[src/rtl/led_pkg.sv]
// Shared LED sequencer types: LED codes, request modes, FSM states.
// Also used by the downstream LED decoder.
package led_pkg;

  localparam logic [1:0] LED_OFF = 2'b00;
  localparam logic [1:0] LED_ALL = 2'b01;
  localparam logic [1:0] LED_MID = 2'b10;

  typedef enum logic [1:0] {
    MODE_CLEAR = 2'b00,
    MODE_ALL   = 2'b01,
    MODE_MID   = 2'b10,
    MODE_ALT   = 2'b11
  } mode_e;

  typedef enum logic [1:0] {
    S_IDLE = 2'b00,
    S_ON   = 2'b01,
    S_GAP  = 2'b10
  } state_e;

  function automatic logic [1:0] on_code(
    input mode_e m
  );
    return (m == MODE_MID) ? LED_MID : LED_ALL;
  endfunction

  function automatic logic [1:0] gap_code(
    input mode_e m
  );
    return (m == MODE_ALT) ? LED_MID : LED_OFF;
  endfunction

endpackage

[src/rtl/led_tick_div.sv]
// Phase timer: counts TICK_DIV cycles per blink phase.
// Flags the last and second-to-last cycle of each phase.
module led_tick_div #(
  parameter int TICK_DIV = 25000000
) (
  input  logic clk,
  input  logic rst_n,
  input  logic clr_i,
  input  logic en_i,
  output logic pre_o,
  output logic end_o
);

  localparam int TW = $clog2(TICK_DIV);
  localparam logic [TW-1:0] LAST = TW'(TICK_DIV - 1);
  localparam logic [TW-1:0] PRE  = TW'(TICK_DIV - 2);

  logic [TW-1:0] cnt_q, cnt_d;

  always_comb begin
    cnt_d = cnt_q;
    if (clr_i) begin
      cnt_d = '0;
    end else if (en_i) begin
      cnt_d = (cnt_q == LAST) ? '0 : cnt_q + TW'(1);
    end
  end

  always_ff @(posedge clk or negedge rst_n) begin
    if (!rst_n) begin
      cnt_q <= '0;
    end else begin
      cnt_q <= cnt_d;
    end
  end

  assign pre_o = (cnt_q == PRE);
  assign end_o = (cnt_q == LAST);

endmodule

[src/rtl/led_seq.sv]
// LED blink sequencer: ON/GAP phases per request, abort,
// back-to-back acceptance in the done cycle.
module led_seq
  import led_pkg::*;
#(
  parameter int TICK_DIV = 25000000,
  parameter int NBLINK   = 3
) (
  input  logic       clk,
  input  logic       rst_n,
  input  logic       req_valid,
  input  logic [1:0] req_mode,
  output logic       req_ready,
  input  logic       abort,
  output logic       busy,
  output logic       done,
  output logic [1:0] led_out
);

  localparam int BW = (NBLINK > 1) ? $clog2(NBLINK) : 1;
  localparam logic [BW-1:0] BLAST = BW'(NBLINK - 1);

  state_e        state_q, state_d;
  mode_e         mode_q, mode_d;
  logic [BW-1:0] blink_q, blink_d;
  logic [1:0]    led_q, led_d;
  logic          done_q, done_d;
  logic          busy_q, busy_d;
  logic          rdy_q, rdy_d;

  logic accept;
  logic clr;
  logic ph_pre;
  logic ph_end;
  logic last_blink;
  logic final_d;

  assign accept     = req_valid & rdy_q & ~abort;
  assign clr        = accept | abort;
  assign last_blink = (blink_q == BLAST);

  led_tick_div #(
    .TICK_DIV(TICK_DIV)
  ) u_div (
    .clk  (clk),
    .rst_n(rst_n),
    .clr_i(clr),
    .en_i (state_q != S_IDLE),
    .pre_o(ph_pre),
    .end_o(ph_end)
  );

  always_ff @(posedge clk or negedge rst_n) begin
    if (!rst_n) begin
      state_q <= S_IDLE;
      mode_q  <= MODE_CLEAR;
      blink_q <= '0;
      led_q   <= LED_OFF;
      done_q  <= 1'b0;
      busy_q  <= 1'b0;
      rdy_q   <= 1'b0;
    end else begin
      state_q <= state_d;
      mode_q  <= mode_d;
      blink_q <= blink_d;
      led_q   <= led_d;
      done_q  <= done_d;
      busy_q  <= busy_d;
      rdy_q   <= rdy_d;
    end
  end

  always_comb begin
    state_d = state_q;
    mode_d  = mode_q;
    blink_d = blink_q;
    if (abort) begin
      state_d = S_IDLE;
      blink_d = '0;
    end else begin
      unique case (state_q)
        S_ON: begin
          if (ph_end) state_d = S_GAP;
        end
        S_GAP: begin
          if (ph_end) begin
            if (last_blink) begin
              state_d = S_IDLE;
              blink_d = '0;
            end else begin
              state_d = S_ON;
              blink_d = blink_q + BW'(1);
            end
          end
        end
        default: ;
      endcase
      if (accept) begin
        mode_d  = mode_e'(req_mode);
        blink_d = '0;
        state_d = (req_mode == MODE_CLEAR) ? S_IDLE : S_ON;
      end
    end
  end

  // The last GAP cycle is registered as done and ready so a
  // new request can chain without an idle cycle.
  always_comb begin
    final_d = (state_q == S_GAP) & last_blink & ph_pre & ~abort;
    done_d  = final_d | (accept & (req_mode == MODE_CLEAR));
    busy_d  = (state_d != S_IDLE);
    rdy_d   = (state_d == S_IDLE) | final_d;
    led_d   = LED_OFF;
    unique case (state_d)
      S_ON:    led_d = on_code(mode_d);
      S_GAP:   led_d = gap_code(mode_d);
      default: led_d = LED_OFF;
    endcase
  end

  assign req_ready = rdy_q;
  assign busy      = busy_q;
  assign done      = done_q;
  assign led_out   = led_q;

endmodule

[config.mk]
export PLATFORM = sky130hd
export DESIGN_NAME = led_seq
export DESIGN_NICKNAME = d
export VERILOG_FILES = /design/src/rtl/led_pkg.sv /design/src/rtl/led_tick_div.sv /design/src/rtl/led_seq.sv
export SDC_FILE = /design/constraint.sdc
export NUM_CORES = 1
export LEC_CHECK = 0
export ABC_AREA = 1
export CORE_ASPECT_RATIO = 0.5
export CORE_MARGIN = 8
export CORE_UTILIZATION = 32
export CTS_CLUSTER_SIZE = 24
export DETAILED_ROUTE_END_ITERATION = 8
export PLACE_DENSITY = 0.6
export SLEW_MARGIN = 10
export SYNTH_ARGS = -nofsm -noshare
export SYNTH_HDL_FRONTEND = slang
export SYNTH_SLANG_ARGS = --single-unit
[constraint.sdc]
create_clock -name clk -period 2.2 [get_ports clk]
set_clock_uncertainty 0.1 [all_clocks]
set_input_delay 0.44 -clock clk [delete_from_list [all_inputs] [get_ports clk]]
set_output_delay 0.44 -clock clk [all_outputs]
set_load 0.02 [all_outputs]
# [Yosys cells after proc, flatten, opt, wreduce, memory -nomap -nowiden]
# Cells that the tools add are included.
# W data, S select, Z words.
[classes] n_addsub=2 mul=0 div_mod_pow=0 magnitude_cmp=0 n_eq_ne=9 n_shift=0 mux=20 bitwise=10 n_reduce_logical=8
[ops] operator="$mux W25" n=3
[ops] operator="$eq A25 B25 Y1 const B" n=2
[ops] operator="$mux W2" n=13
[ops] operator="$add A25 B1 Y25 const B" n=1
[ops] operator="$eq A2 B2 Y1 const B" n=5
[ops] operator="$pmux W2 S2" n=2
[ops] operator="$and A1 B1 Y1" n=6
[ops] operator="$reduce_bool A2 Y1" n=3
[ops] operator="$reduce_bool A3 Y1" n=2
[ops] operator="$eq A2 B1 Y1 const B" n=2
[ops] operator="$logic_not A2 Y1" n=2
[ops] operator="$or A1 B1 Y1" n=3
[ops] operator="$add A2 B1 Y2 const B" n=1
[ops] operator="$mux W1" n=2
[ops] operator="$reduce_and A2 Y1" n=1
[ops] operator="$not A1 Y1" n=1
[totals] register_bits=36 latch_bits=0 mem_bits_rw=0 mem_bits_ro=0 input_bits=6 out_inout_bits=5 word_cells=57 mem_count=0

# [Depth between registers and ports, before layout]
# Gate-level depths: netlist of the first run.
[logic_depth] word_depth=8 mapped_depth=14

# [By module]
# Synthesis of the first run repeated with hierarchy kept, for this count alone.
[unflattened] cells_unflattened=327 area_unflattened_um2=2243.4
[by_module_without_submodules] mod="led_tick_div" instances=1 cells_per_inst=253 area_per_inst_um2=1637.8
[by_module_without_submodules] mod="led_seq" instances=1 cells_per_inst=74 area_per_inst_um2=605.6

# [Worst setup path before layout of the first run]
# OpenSTA, ideal clock, no wires.
[synth_path] kind="reg-to-reg" start="reg u_div.cnt_q[1]" end="reg led_q[1], in the netlist led_out[1]" arrival_time_ns=1.735 required_time_ns=1.973 setup_slack_ns=0.238 stages_incl_launch_ff=14 path_buffers=0 path_cell_list="dfrtp_1 -> ha_1 -> inv_1 -> nor2_4 -> nand2_2 -> nor2_4 -> nand2_4 -> nand2_1 -> nand2_1 -> nand2_1 -> nand2_1 -> nand2_1 -> ha_1 -> a21boi_0"
[synth_via] elab_chain_cells=7 elab_cells_between_ends=9 classes_between="eq/ne (3); mux (6)"
[synth_lines] element="from (decl)" line_no="led_tick_div.sv:18" source="logic [TW-1:0] cnt_q, cnt_d;"
[synth_lines] element="from (signal assigned)" line_no="led_tick_div.sv:33" source="cnt_q <= cnt_d;"
[synth_lines] element="$eq A25 B25 Y1 *" line_no="led_tick_div.sv:38" source="assign end_o = (cnt_q == LAST);"
[synth_lines] element="$mux W2, on equally long branches" line_no="led_seq.sv:86, led_seq.sv:83"
[synth_lines] element="$pmux W2 S2 *" line_no="led_seq.sv:81" source="unique case (state_q)"
[synth_lines] element="$mux W2 *" line_no="led_seq.sv:98" source="if (accept) begin"
[synth_lines] element="$mux W2 *" line_no="led_seq.sv:77" source="if (abort) begin"
[synth_lines] element="$eq A2 B2 Y1 or $eq A2 B1 Y1 (tied branches)" line_no="led_seq.sv:114" source="unique case (state_d)"
[synth_lines] element="$pmux W2 S2 *" line_no="led_seq.sv:114"
[synth_lines] element="net led_d[1]" line_no="led_seq.sv:26" source="logic [1:0] led_q, led_d;"
[synth_lines] element="to (signal assigned)" line_no="led_seq.sv:66" source="led_q <= led_d;"
[synth_lines] element="to (decl)" line_no="led_seq.sv:26"
# Mark *: on every way through the listed nets, which the timed path passes. The rest lies on a longest branch.
# A chain may end at the register's enable or synchronous reset.

# [Final worst setup path of the first run]
[layout_path] start="reg u_div.cnt_q[0]" end="reg led_q[1], in the netlist led_out[1]"
[layout_via] elab_chain_cells=7 elab_cells_between_ends=9 classes_between="eq/ne (3); mux (6)"
[layout_lines] element="$eq A25 B25 Y1 *" line_no="led_tick_div.sv:38"
[layout_lines] element="$mux W2, on equally long branches" line_no="led_seq.sv:86, led_seq.sv:83"
[layout_lines] element="$pmux W2 S2 *" line_no="led_seq.sv:81"
[layout_lines] element="$mux W2 *" line_no="led_seq.sv:98"
[layout_lines] element="$mux W2 *" line_no="led_seq.sv:77"
[layout_lines] element="net state_d[0]" line_no="led_seq.sv:23" source="state_e state_q, state_d;"
[layout_lines] element="$eq A2 B2 Y1 or $eq A2 B1 Y1 (tied branches)" line_no="led_seq.sv:114"
[layout_lines] element="$pmux W2 S2 *" line_no="led_seq.sv:114"
[layout_lines] element="net led_d[1]" line_no="led_seq.sv:26"
# Marked as above.

==> metrics.txt, run 1 <==
Crit path max-delay family=simple AND/OR/NAND/NOR gates; Layout Nets=384; Residual DRC=0; Netlist cell types=32; vias in the first global route=~2,200; initial antenna violation count=0; leakage power total=1.32 nW; fraction of the mapped netlist area in compound gates=8.52%; slew at the pin with the worst max-slew slack=between 0.4 and 0.5 ns; Syn Area/Cell=around 7.2 µm²; final period utilization=91.4%; count leader, synth=nand2_1; top_reg_cell synth=dfrtp_1; WS Path Type=reg -> reg; GRT overflow=0; Final Routed Wirelength=6.12 mm; Final setup viols=0; clock buffer depth=2; hold_buf cts=0; Crit-path slowest cell=dfrtp_1; drt first pass iters=5; Worst slew margin=between 60 and 70%; die area=10,800 µm²; top cells by count, synth=nand2_1, nor2_1, inv_1; main combinational cell family by area after synthesis=simple AND/OR/NAND/NOR gates; # H-tree levels=2; post-synthesis sequential area ratio=37.2%; power per standard cell area=between 500 and 600 nW/µm²; final hold slack=0.100 ns; TritonCTS Buffers=5; XOR/XNOR share of the synthesized area=under 10%; P&R area growth vs syn=21.6%; Synth Instances=338; critical-path cell list=ha_1 > inv_1 > nor2_4 > nand2_2 > nor2_4 > nand2_4 > nand2_1 > nand2_1 > nand2_1 > a21oi_1 > ha_1 > nand3_1 > a21boi_0; Layout fillers=785; Crit path buffers/inverters=1; dpl hpwl=~4.7 mm; status=completed; Synth Cell Area=~2400 µm²; Starting Density=33.1%; largest cells by area after synthesis=dfrtp_1, nand2_1, nor2_1; pin count of the biggest net entering global routing=37; worst min-delay path class=in -> async; crit start category=flip-flop; VDD IR max=approximately 0.00038 V; via density per instance=4.75; share of cells above drive strength 1=16.4%; Yosys reg bits=36; Final ANT Viol Nets=0; CP arrival=2.11 ns; Sink Count=36; # IOs=11; diodes inserted=0; crit end category=flip-flop; Async SR Flop Fraction=100%; Critical Path RT=2.30 ns; number of port buffers=10; # rows=22; via count=2,217; largest area contributor in the netlist=dfrtp_1; TritonCTS clock tree=built; Adder-Cell Fraction of Synth Area=4.13%; mux contribution to synthesized area=0%; clock transition at the registers of the reported paths=0.06 ns; Starting DRT DRC Count=145; TNS Setup=0 ns; crit path time final=slightly above 2 ns; Synth Net Count=about 350; wire length per cell=13.1 µm; crit path max fanout=5; Synth Warn #=0; Post-synth EDFFs=0; first-pass GRT wire length=approximately 11 mm; Overall Global Routing Usage=12.1%; Die Y=77.5 µm; unrepaired setup endpoints after global routing=false; Critical Path Max Stage Delay=0.40 ns; Final Slew Violations=0; CP dominant cell by count=nand2_1; clock latency on the worst-skew pair=approximately 0.28 ns; simple-gate share of the synthesized area=40.5%; CTS root buf=clkbuf_16; Final Hold Fails=0; max frequency=497 MHz; Core Region=7320 µm²; MaxCap Viol Count=0; Final Wtd Congestion=0.886; post-synth top area share=roughly 37%; DIE WIDTH=139 µm
per-stage QoR:
step / cell area, µm² / utilization (%) / setup WS (ns) / total power, mW / std cells
floorplan: 2420 / - / 0.238 / 0.793 / 338
global placement: 2760 / 37.6 / 0.0915 / 0.867 / 457
detailed placement: 2760 / 37.6 / 0.0773 / 0.867 / 457
CTS: 2920 / 39.9 / 0.145 / 1.69 / 465
global route: 2950 / 40.2 / 0.00587 / 1.73 / 467
finish: 2950 / 40.2 / 0.188 / 1.67 / 467
final timing paths:
kind / start / end / slack [ns] / depth (start not counted)
max: u_div.cnt_q[0] / led_out[1] / 0.19 / 13
min: rst_n / u_div.cnt_q[4] / 0.1 / 2
max reg2reg: u_div.cnt_q[0] / led_out[1] / 0.19 / 13
min reg2reg: blink_q[1] / blink_q[1] / 0.44 / 2
max in group asynchronous: rst_n / u_div.cnt_q[21] / 1.53 / 2
min in group clk: blink_q[1] / blink_q[1] / 0.44 / 2
kinds of logic after synthesis:
| group | after synthesis |
|---|---|
| DFF | 36 |
| xor gates and xnor gates | 5 |
| AOI/OAI and AO/OA | 34 |
| buffers and inverters | 49 |
| adders and majority gates | 8 |
| and+or+nand+nor | 206 |
layout by cell type (no fill, tap or decap), types with 6 or more instances in the layout:
master	instances
buf_4	17
nor2_4	7
clkdlybuf4s50_1	9
inv_1	41
nand2_2	7
o21ai_0	7
dfrtp_1	35
o21ai_1	9
nand2_1	94
nand4_1	13
nand3_1	23
ha_1	8
nor2_1	43
nor3_1	6
metal layers:
metal	part of all wire (%)	up-vias	GRT usage, %
met4	1.5	0	3.58
met5	0	-	0
met1	51	1031	16.7
met2	43	36	19.0
met3	4.4	9	1.89
li1	-	1141	-
where the power goes:
part | total (mW) | switching (mW) | internal (mW) | leakage (nW)
registers | 0.684 | 0.00648 | 0.678 | 0.488
clock network | 0.820 | 0.288 | 0.532 | 0.0798
logic | 0.169 | 0.107 | 0.0620 | 0.755
layout make-up:
class / instances / area, µm² / area share, %
Clock buffer: 5 / 125 / 4.25
Clock inverter: 3 / 42.5 / 1.44
Inverter: 46 / 174 / 5.90
Multi-Input combinational cell: 253 / 1340 / 45.5
Sequential cell: 36 / 902 / 30.6
Tap cell: 96 / 120 / 4.08
Timing Repair Buffer: 28 / 243 / 8.24
state kept, by name, indices dropped and copies added (netlist names):
| signal | cells |
|---|---|
| u_div.cnt_q | 25 |
| blink_q | 2 |
| led_out | 2 |
| mode_q | 2 |
| state_q | 2 |
| busy | 1 |
| done | 1 |
| req_ready | 1 |
repair_timing:
action | CTS | global route
gates resized for setup | 0 | 3
setup buffers | 0 | 2
endpoints found under the setup margin | 0 | 2
No activity file was read; power rests on OpenSTA's default activity.
==> inputs of run 2 (changes only) <==
--- a/config.mk
+++ b/config.mk
@@ -7,8 +7,8 @@
 export LEC_CHECK = 0
 export ABC_AREA = 1
 export CORE_ASPECT_RATIO = 0.5
-export CORE_MARGIN = 8
 export CORE_UTILIZATION = 32
+export CTS_CLUSTER_DIAMETER = 100
 export CTS_CLUSTER_SIZE = 24
 export DETAILED_ROUTE_END_ITERATION = 8
 export PLACE_DENSITY = 0.6
==> run 2 against run 1 <==
Compared with the run above:
- routed wire length fell by 6.1%
- highest routed layer unchanged
- via count fell by 2.3%
- clock-buffer cell count rose by 3
- final cell count fell by 1.3%
- maximum frequency rose by 0.23%
- global-route usage rose by 4.6 points
- largest cell class unchanged
==> metrics.txt, run 2 (synthesis gave the netlist of run 1 again) <==
status=completed; clock buffer depth=2 (unchanged); vias in the first global route=2,137 (-2.4%); crit start category=flip-flop; pin count of the biggest net entering global routing=37 (unchanged); diodes inserted=0 (unchanged); Overall Global Routing Usage=16.6% (+4.6 points); Final ANT Viol Nets=0 (unchanged); VDD IR max=0.000277 V (-26%); Final Slew Violations=0 (unchanged); slew at the pin with the worst max-slew slack=0.361 ns (-0.130 ns); GRT overflow=0 (unchanged); die area=7940 µm² (-26%); Core Region=6990 µm² (-4.5%); Layout Nets=382 (-0.52%); share of cells above drive strength 1=15.7% (-0.72 points); crit path max fanout=5 (unchanged); TritonCTS clock tree=built; Final Hold Fails=0 (unchanged); max frequency=498 MHz (+0.23%); crit path time final=2.01 ns (-0.00461 ns); storage element area=901 µm² (-0.14%); DIE WIDTH=125 µm (-10%); Multi-input gate area=1340 µm² (+0.28%); drt first pass iters=4 (-1); initial antenna violation count=0 (unchanged); via count=2,166 (-2.3%); Sink Count=36 (unchanged); Final setup viols=0 (unchanged); Worst slew margin=75.7% (+8.5 points); met1 Track Usage GR=23.3% (+6.6 points); leakage power total=1.31 nW (-0.88%); dpl hpwl=4.45 mm (-5.8%); Final Routed Wirelength=5.74 mm (-6.1%); most common cell after layout, fill and taps aside=nand2_1; Starting Density=34.7% (+1.6 points); number of port buffers=10 (unchanged); Most Crowded Layer GR=met2; Die Y=63.5 µm (-18%); first-pass GRT wire length=10.3 mm (-5.1%); TritonCTS Buffers=5 (unchanged); max reg flops=25 (unchanged); MaxCap Viol Count=0 (unchanged); hold_buf cts=0 (unchanged); pre-CTS WS=-0.0383 ns (-0.116 ns); worst min-delay path class=in -> async; M2 GR Usage=25.9% (+6.9 points); Critical Path RT=2.27 ns (-0.03 ns); P&R area growth vs syn=20.6%; met3 usage=2.55% (+0.66 points); Final Wtd Congestion=0.850 (-4.0%); # H-tree levels=2 (unchanged); # rows=21 (-4.5%); Starting DRT DRC Count=159 (+9.7%); via density per instance=4.70 (-1.0%); TNS Setup=0 ns (unchanged); most frequent cells in the layout=nand2_1, nor2_1, inv_1, dfrtp_1, nand3_1; WS Path Type=reg -> reg; CTS root buf=clkbuf_16; clock transition at the registers of the reported paths=0.05 ns (about the same); # IOs=11 (unchanged); largest reg by FF count=u_div.cnt_q; crit end category=flip-flop; Layout fillers=719 (-8.4%); clock latency on the worst-skew pair=0.28 ns (about the same); CP arrival=2.07 ns (-0.04 ns); power per standard cell area=539 nW/µm² (-5.2%); Residual DRC=0 (unchanged); wire length per cell=12.5 µm (-4.9%); final worst-path setup slack=0.193 ns (+0.00461 ns); final period utilization=91.2% (-0.21 points)
## run 2: final cells by class
type / instances / area share, %
multi-input cells: 253 / 46.0
well taps: 92 / 3.94
inverters: 46 / 5.96
clock buffers: 8 / 5.01
flip-flops and latches: 36 / 30.8
repair buffers: 26 / 8.23
## run 2: per-layer routing
metal  wire length (µm)  share of wire, %
met1               2880                50
met2               2490                43
met3                276               4.8
met4                 97               1.7
met5                  0                 0
## run 2: worst paths after layout
path | from | end | slack, ns | cells past startpoint
worst max-delay path | u_div.cnt_q[18] | led_out[1] | 0.19 | 11
max in group asynchronous | rst_n | u_div.cnt_q[16] | 1.80 | 2
worst max register to register | u_div.cnt_q[18] | led_out[1] | 0.19 | 11
min in group clk | blink_q[1] | blink_q[1] | 0.45 | 2
worst min-delay path | rst_n | u_div.cnt_q[2] | 0.02 | 2
worst min register to register | blink_q[1] | blink_q[1] | 0.45 | 2
## run 2: critical path: stages, from the launching register on
cell and delay [ns]:
dfrtp_1 0.43, nand2_2 0.13, nor2_4 0.17, inv_1 0.09, nor2_4 0.16, nand4_1 0.13
nand2_1 0.09, inv_1 0.06, nand2_1 0.06, nand2_1 0.07, ha_1 0.28, a21boi_1 0.13
## run 2: timing repair
action,in CTS,in global routing
endpoints found under the setup margin,0,2
gates resized for setup,0,5
buffers inserted,0,1
hold endpoints to repair,0,0
## run 2: through the flow
step	instance area (µm²)	utilization [%]	power [mW]	instances	hold slack (ns)
6_report	2920	41.8	1.57	461	0.0184
5_1_grt	2920	41.8	1.64	461	0.0291
4_1_cts	2900	41.5	1.59	460	0.0249
3_5_place_dp	2760	39.4	0.867	452	0.321
3_3_place_gp	2760	39.4	0.868	452	0.321
2_1_floorplan	2420	-	0.793	338	0.0444
## run 2: where the power goes
part / switching [mW] / internal, mW
clock network: 0.268 / 0.452
logic: 0.107 / 0.0621
registers: 0.00649 / 0.678
